$ cat config.mk
export PLATFORM = sky130hd
export DESIGN_NAME = serial_addsub
export DESIGN_NICKNAME = d
export VERILOG_FILES = /design/src/rtl/serial_addsub.sv
export SDC_FILE = /design/constraint.sdc
export NUM_CORES = 1
export LEC_CHECK = 0
export BUFFER_PORTS_ARGS = -buffer_cell sky130_fd_sc_hd__buf_4
export CAP_MARGIN = 20
export CORE_MARGIN = 10
export CORE_UTILIZATION = 55
export CTS_CLUSTER_SIZE = 14
export DETAILED_ROUTE_END_ITERATION = 10
export HOLD_SLACK_MARGIN = 0.02
export PLACE_DENSITY = 0.79
export RECOVER_POWER = 25
export SYNTH_ARGS = -nofsm -noshare
export SYNTH_HDL_FRONTEND = slang
export SYNTH_SLANG_ARGS = --single-unit
$ cat constraint.sdc
create_clock -name clk_i -period 3.2 [get_ports clk_i]
set_clock_uncertainty 0.1 [all_clocks]
set_input_delay 0.64 -clock clk_i [delete_from_list [all_inputs] [get_ports clk_i]]
set_output_delay 0.64 -clock clk_i [all_outputs]
set_load 0.005 [all_outputs]
$ cat src/rtl/serial_addsub.sv
// Multi-cycle LSB-first adder/subtractor, BITS_PER_CYCLE bits per clock, valid/ready on both sides.
// Define SATURATE_EN to clamp sum_o to the signed limit (chosen by A's sign) on overflow.
module serial_addsub #(
  parameter int WIDTH          = 8,
  parameter int BITS_PER_CYCLE = 1
) (
  input  logic             clk_i,
  input  logic             rst_i,
  input  logic             in_valid_i,
  output logic             in_ready_o,
  input  logic [WIDTH-1:0] a_i,
  input  logic [WIDTH-1:0] b_i,
  input  logic             sub_i,
  output logic             out_valid_o,
  input  logic             out_ready_i,
  output logic [WIDTH-1:0] sum_o,
  output logic             carry_o,
  output logic             overflow_o
);

  localparam int BPC = BITS_PER_CYCLE;
  localparam int N   = WIDTH / BPC;
  localparam int CW  = (N > 1) ? $clog2(N) : 1;

  if ((WIDTH % BPC) != 0 || WIDTH < 2) begin : g_bad_param
    $error("serial_addsub: WIDTH must be >= 2 and a multiple of BITS_PER_CYCLE");
  end

  typedef enum logic [1:0] {IDLE, RUN, DONE} state_e;

  state_e           state_q, state_d;
  logic [WIDTH-1:0] a_q, a_d;
  logic [WIDTH-1:0] b_q, b_d;
  logic [WIDTH-1:0] res_q, res_d;
  logic [WIDTH-1:0] sum_q, sum_d;
  logic             carry_q, carry_d;
  logic             cout_q, cout_d;
  logic             ovf_q, ovf_d;
  logic             a_sign_q, a_sign_d;
  logic [CW-1:0]    cnt_q, cnt_d;

  logic [BPC:0]     chunk_full;
  logic [BPC-1:0]   chunk_sum;
  logic             chunk_cout;
  logic             final_ovf;
  logic [WIDTH-1:0] res_shift;
  logic [WIDTH-1:0] final_sum;

  always_comb begin
    chunk_full = {1'b0, a_q[BPC-1:0]} + {1'b0, b_q[BPC-1:0]} + {{BPC{1'b0}}, carry_q};
    chunk_sum  = chunk_full[BPC-1:0];
    chunk_cout = chunk_full[BPC];
    // Carry into the chunk MSB recovered from its inputs and sum bit.
    final_ovf  = a_q[BPC-1] ^ b_q[BPC-1] ^ chunk_sum[BPC-1] ^ chunk_cout;
    res_shift  = (res_q >> BPC) | (WIDTH'(chunk_sum) << (WIDTH - BPC));
`ifdef SATURATE_EN
    if (final_ovf) begin
      final_sum = a_sign_q ? {1'b1, {(WIDTH-1){1'b0}}} : {1'b0, {(WIDTH-1){1'b1}}};
    end else begin
      final_sum = res_shift;
    end
`else
    final_sum = res_shift;
`endif
  end

  always_comb begin
    // NOTE: every _d defaults to its _q first so no path leaves a variable unassigned (no latches).
    state_d  = state_q;
    a_d      = a_q;
    b_d      = b_q;
    res_d    = res_q;
    sum_d    = sum_q;
    carry_d  = carry_q;
    cout_d   = cout_q;
    ovf_d    = ovf_q;
    a_sign_d = a_sign_q;
    cnt_d    = cnt_q;
    case (state_q)
      IDLE: begin
        if (in_valid_i) begin
          a_d      = a_i;
          b_d      = sub_i ? ~b_i : b_i;
          carry_d  = sub_i;
          a_sign_d = a_i[WIDTH-1];
          res_d    = '0;
          cnt_d    = '0;
          state_d  = RUN;
        end
      end
      RUN: begin
        a_d     = a_q >> BPC;
        b_d     = b_q >> BPC;
        res_d   = res_shift;
        carry_d = chunk_cout;
        cnt_d   = cnt_q + 1'b1;
        if (cnt_q == CW'(N - 1)) begin
          sum_d   = final_sum;
          cout_d  = chunk_cout;
          ovf_d   = final_ovf;
          state_d = DONE;
        end
      end
      DONE: begin
        if (out_ready_i) state_d = IDLE;
      end
      default: state_d = IDLE;
    endcase
  end

  // NOTE: state uses non-blocking assignments; reset clears datapath too so aborted data never leaks out.
  always_ff @(posedge clk_i) begin
    if (rst_i) begin
      state_q  <= IDLE;
      a_q      <= '0;
      b_q      <= '0;
      res_q    <= '0;
      sum_q    <= '0;
      carry_q  <= 1'b0;
      cout_q   <= 1'b0;
      ovf_q    <= 1'b0;
      a_sign_q <= 1'b0;
      cnt_q    <= '0;
    end else begin
      state_q  <= state_d;
      a_q      <= a_d;
      b_q      <= b_d;
      res_q    <= res_d;
      sum_q    <= sum_d;
      carry_q  <= carry_d;
      cout_q   <= cout_d;
      ovf_q    <= ovf_d;
      a_sign_q <= a_sign_d;
      cnt_q    <= cnt_d;
    end
  end

  assign in_ready_o  = (state_q == IDLE) && !rst_i;
  assign out_valid_o = (state_q == DONE);
  assign sum_o       = sum_q;
  assign carry_o     = cout_q;
  assign overflow_o  = ovf_q;

endmodule

==> summary.txt <==
Hold path
  – WHS Path Cells: 2
  – Hold Path Sink: sum_o[0]
  – Hold_sp: res_q[1]
  – Min-Delay Path Class: flip-flop to flip-flop

Worst setup path
  – Worst Path Buf+Inv: 2
  – Critical R2R Launch: state_q[0]
  – CP Max Fanout: 41
  – Worst EP required: 2.46 ns
  – Worst path cell trace: buf_4 -> or2_1 -> nor2_1 -> buf_4
  – Most used cell, CP: buf_4
  – Worst endpoint data arrival time: 1.50 ns
  – CP Capture Type: output port
  – CP Launch Type: primary input
  – Setup crit start: rst_i
  – Critical path class: primary input to output port
  – Cell family contributing the most delay on the critical path: buffers and inverters
  – Delay of the slowest critical-path stage: 0.34 ns
  – R2r setup slk: 1.22 ns
  – R2r worst-path depth: 4
  – Reg-to-reg endpoint: res_q[2]
  – Slowest cell on crit path: buf_4

Cells and area
  – P&R area growth vs syn: 13.4%
  – Filler cells: 301
  – Multi-input logic area: 926 um^2
  – Final net count: 258
  – Highest-count cells in the layout ignoring fill and taps: dfxtp_1 (39), nor2_1 (30), a21oi_1 (24), buf_4 (24), nand2_1 (16)
  – Antenna fix cells: 0
  – Sequential Area: 781 um^2
  – Commonest non-fill, non-tap cell in the layout: dfxtp_1
  – Layout cell share with drive strength beyond 1: 0.222

Routing
  – DR top layer: met4
  – Met1 WL: 1.75 mm
  – Pre-Repair DR Iteration Count: 4
  – WL/cell: 13.4 um
  – WL met2: 1.73 mm
  – Total number of vias: 1505
  – DRT antenna net count: 0
  – WL final: 3.75 mm
  – Initial detailed-routing violation count: 163
  – Routed vias/inst: 5.38
  – Met3 Wirelength: 215 um
  – DRC violations left: 0

Status
  – Outcome: completed

Timing
  – Slew headroom: 0.615
  – WHS: 0.361 ns
  – Final hold violations: 0
  – Least-Margin Pin Slew: 0.577 ns
  – Endpoints failing setup: 0
  – Fmax achieved: 0.447 GHz
  – Pins Over Slew Limit: 0
  – Final Critical Period: 2.24 ns
  – RSZ-0062 raised after global routing: false
  – Total negative slack: 0 ns
  – Tcrit/Tclk final: 0.699

Placed design
  – Final HPWL DP: 2.61 mm
  – Gpl congestion: 0.754
  – IO buf count: 32

Die
  – Core Footprint: 3310 um^2
  – Ports: 33
  – Die span in y: 78.4 um
  – Die area: 6140 um^2
  – Row Count: 21
  – Die W: 78.4 um
  – Starting Density: 0.566

Logic synthesis
  – FF+latch count, synth: 39
  – Post-Syn Instances: 211
  – Mapped Area: 1870 um^2
  – Top_reg_cell synth: dfxtp_1
  – Avg Inst Size Synth: 8.88 um^2
  – Post-synthesis sequential area ratio: 0.417
  – Async S/R FF share, synth: 0
  – Synthesized net count: 235
  – Synth cell types: 34
  – Warnings, synthesis: 0
  – Post-synth EDFFs: 0

Power
  – VDD IR max: 0.200 mV
  – Lkg Pwr: 0.000833 uW
  – Power Dens Cells: 457 nW/um^2

Global route
  – GRT Resource Usage Total: 0.125
  – Antenna violations before repair: 0
  – Congestion Overflow GR: 0
  – First-pass GRT wire length: 6.46 mm
  – Largest net degree at the start of global routing: 42
  – Vias in the first global route: 1422

Clocking
  – Post-CTS setup buffer count: 0
  – Post-CTS Hold Buffers: 0
  – CTS Buf Count: 5
  – Clk buf depth: 2
  – Post-CTS resize count: 0
  – CTS root buf: clkbuf_4
  – CTS tree: built
  – Clock latency on the worst-skew pair: 0.35 ns
  – H-tree depth: 2
  – Clk sink count: 39
  – Clock-pin slew of the registers on the worst-case setup and hold paths: 0.10 ns

Job
  – Max_cap viols: 0
==> stage by stage <==
step	area (um^2)	utilization	power (uW)	cells	setup WS [ns]
6_report	2120	0.642	971	280	0.963
2_1_floorplan	1870	-	638	211	1.36
5_1_grt	2120	0.642	1020	280	0.858
3_5_place_dp	2060	0.622	671	273	0.952
4_1_cts	2130	0.644	980	280	0.950
3_3_place_gp	2060	0.622	668	273	0.945
==> area by class of cell <==
cell class / instances / share of cell area
Timing Repair Buffer: 34 / 0.118
Inverter: 10 / 0.0177
Tap cell: 46 / 0.0271
Clock inverter: 1 / 0.0141
Sequential cell: 39 / 0.367
Clock buffer: 6 / 0.0194
Multi-Input combinational cell: 144 / 0.436
==> cells in the mapped netlist, drive strengths merged (5+ instances only) <==
library cell	count	area, um^2
a22oi	15	113
o21ai	7	35.0
a21oi	24	120
nand3b	9	71.3
xor2	7	61.3
o221a	6	67.6
clkbuf	5	18.8
inv	10	37.5
buf	13	108
dfxtp	39	781
nand2	16	60.1
nor2	30	113
==> metal layers <==
layer | global-route usage | vias to the layer above
li1 | - | 768
met1 | 0.160 | 700
met2 | 0.184 | 32
met3 | 0.0490 | 5
met4 | 0.0484 | 0
met5 | 0 | -
==> worst min-delay path, delay by kind of cell, from the launching register on <==
| kind | cells | cell delay [ns] |
|---|---|---|
| and+or+nand+nor | 1 | 0.05 |
| AOI/OAI and AO/OA | 1 | 0.05 |
| DFF | 1 | 0.33 |
==> flip-flops by register name, summed over array words and instances, names as in the netlist <==
register    cells
overflow_o      1
carry_q         1
cnt_q           3
a_q             8
carry_o         1
state_q         2
b_q             8
res_q           7
sum_o           8
==> worst max path at each step <==
stage	cells after the start	to	slack, ns
2_1_floorplan	3	in_ready_o	1.36
3_3_place_gp	4	in_ready_o	0.95
3_5_place_dp	4	in_ready_o	0.95
4_1_cts	4	in_ready_o	0.95
5_1_grt	4	in_ready_o	0.86
6_report	4	in_ready_o	0.96
==> report_power, final <==
group	internal (uW)	switching, uW
Sequential	506	17.9
Combinational	66.6	67.1
Clock	161	152
==> cells by family after synthesis <==
group                      Yosys count  synth area share
adders and majority gates            3            0.0240
DFF                                 39             0.417
AOI/OAI and AO/OA                   64             0.246
muxes                                1           0.00534
and+or+nand+nor                     65             0.170
buffers and inverters               28            0.0874
xor gates and xnor gates            11            0.0514
Power figures use the tool's default switching activity.
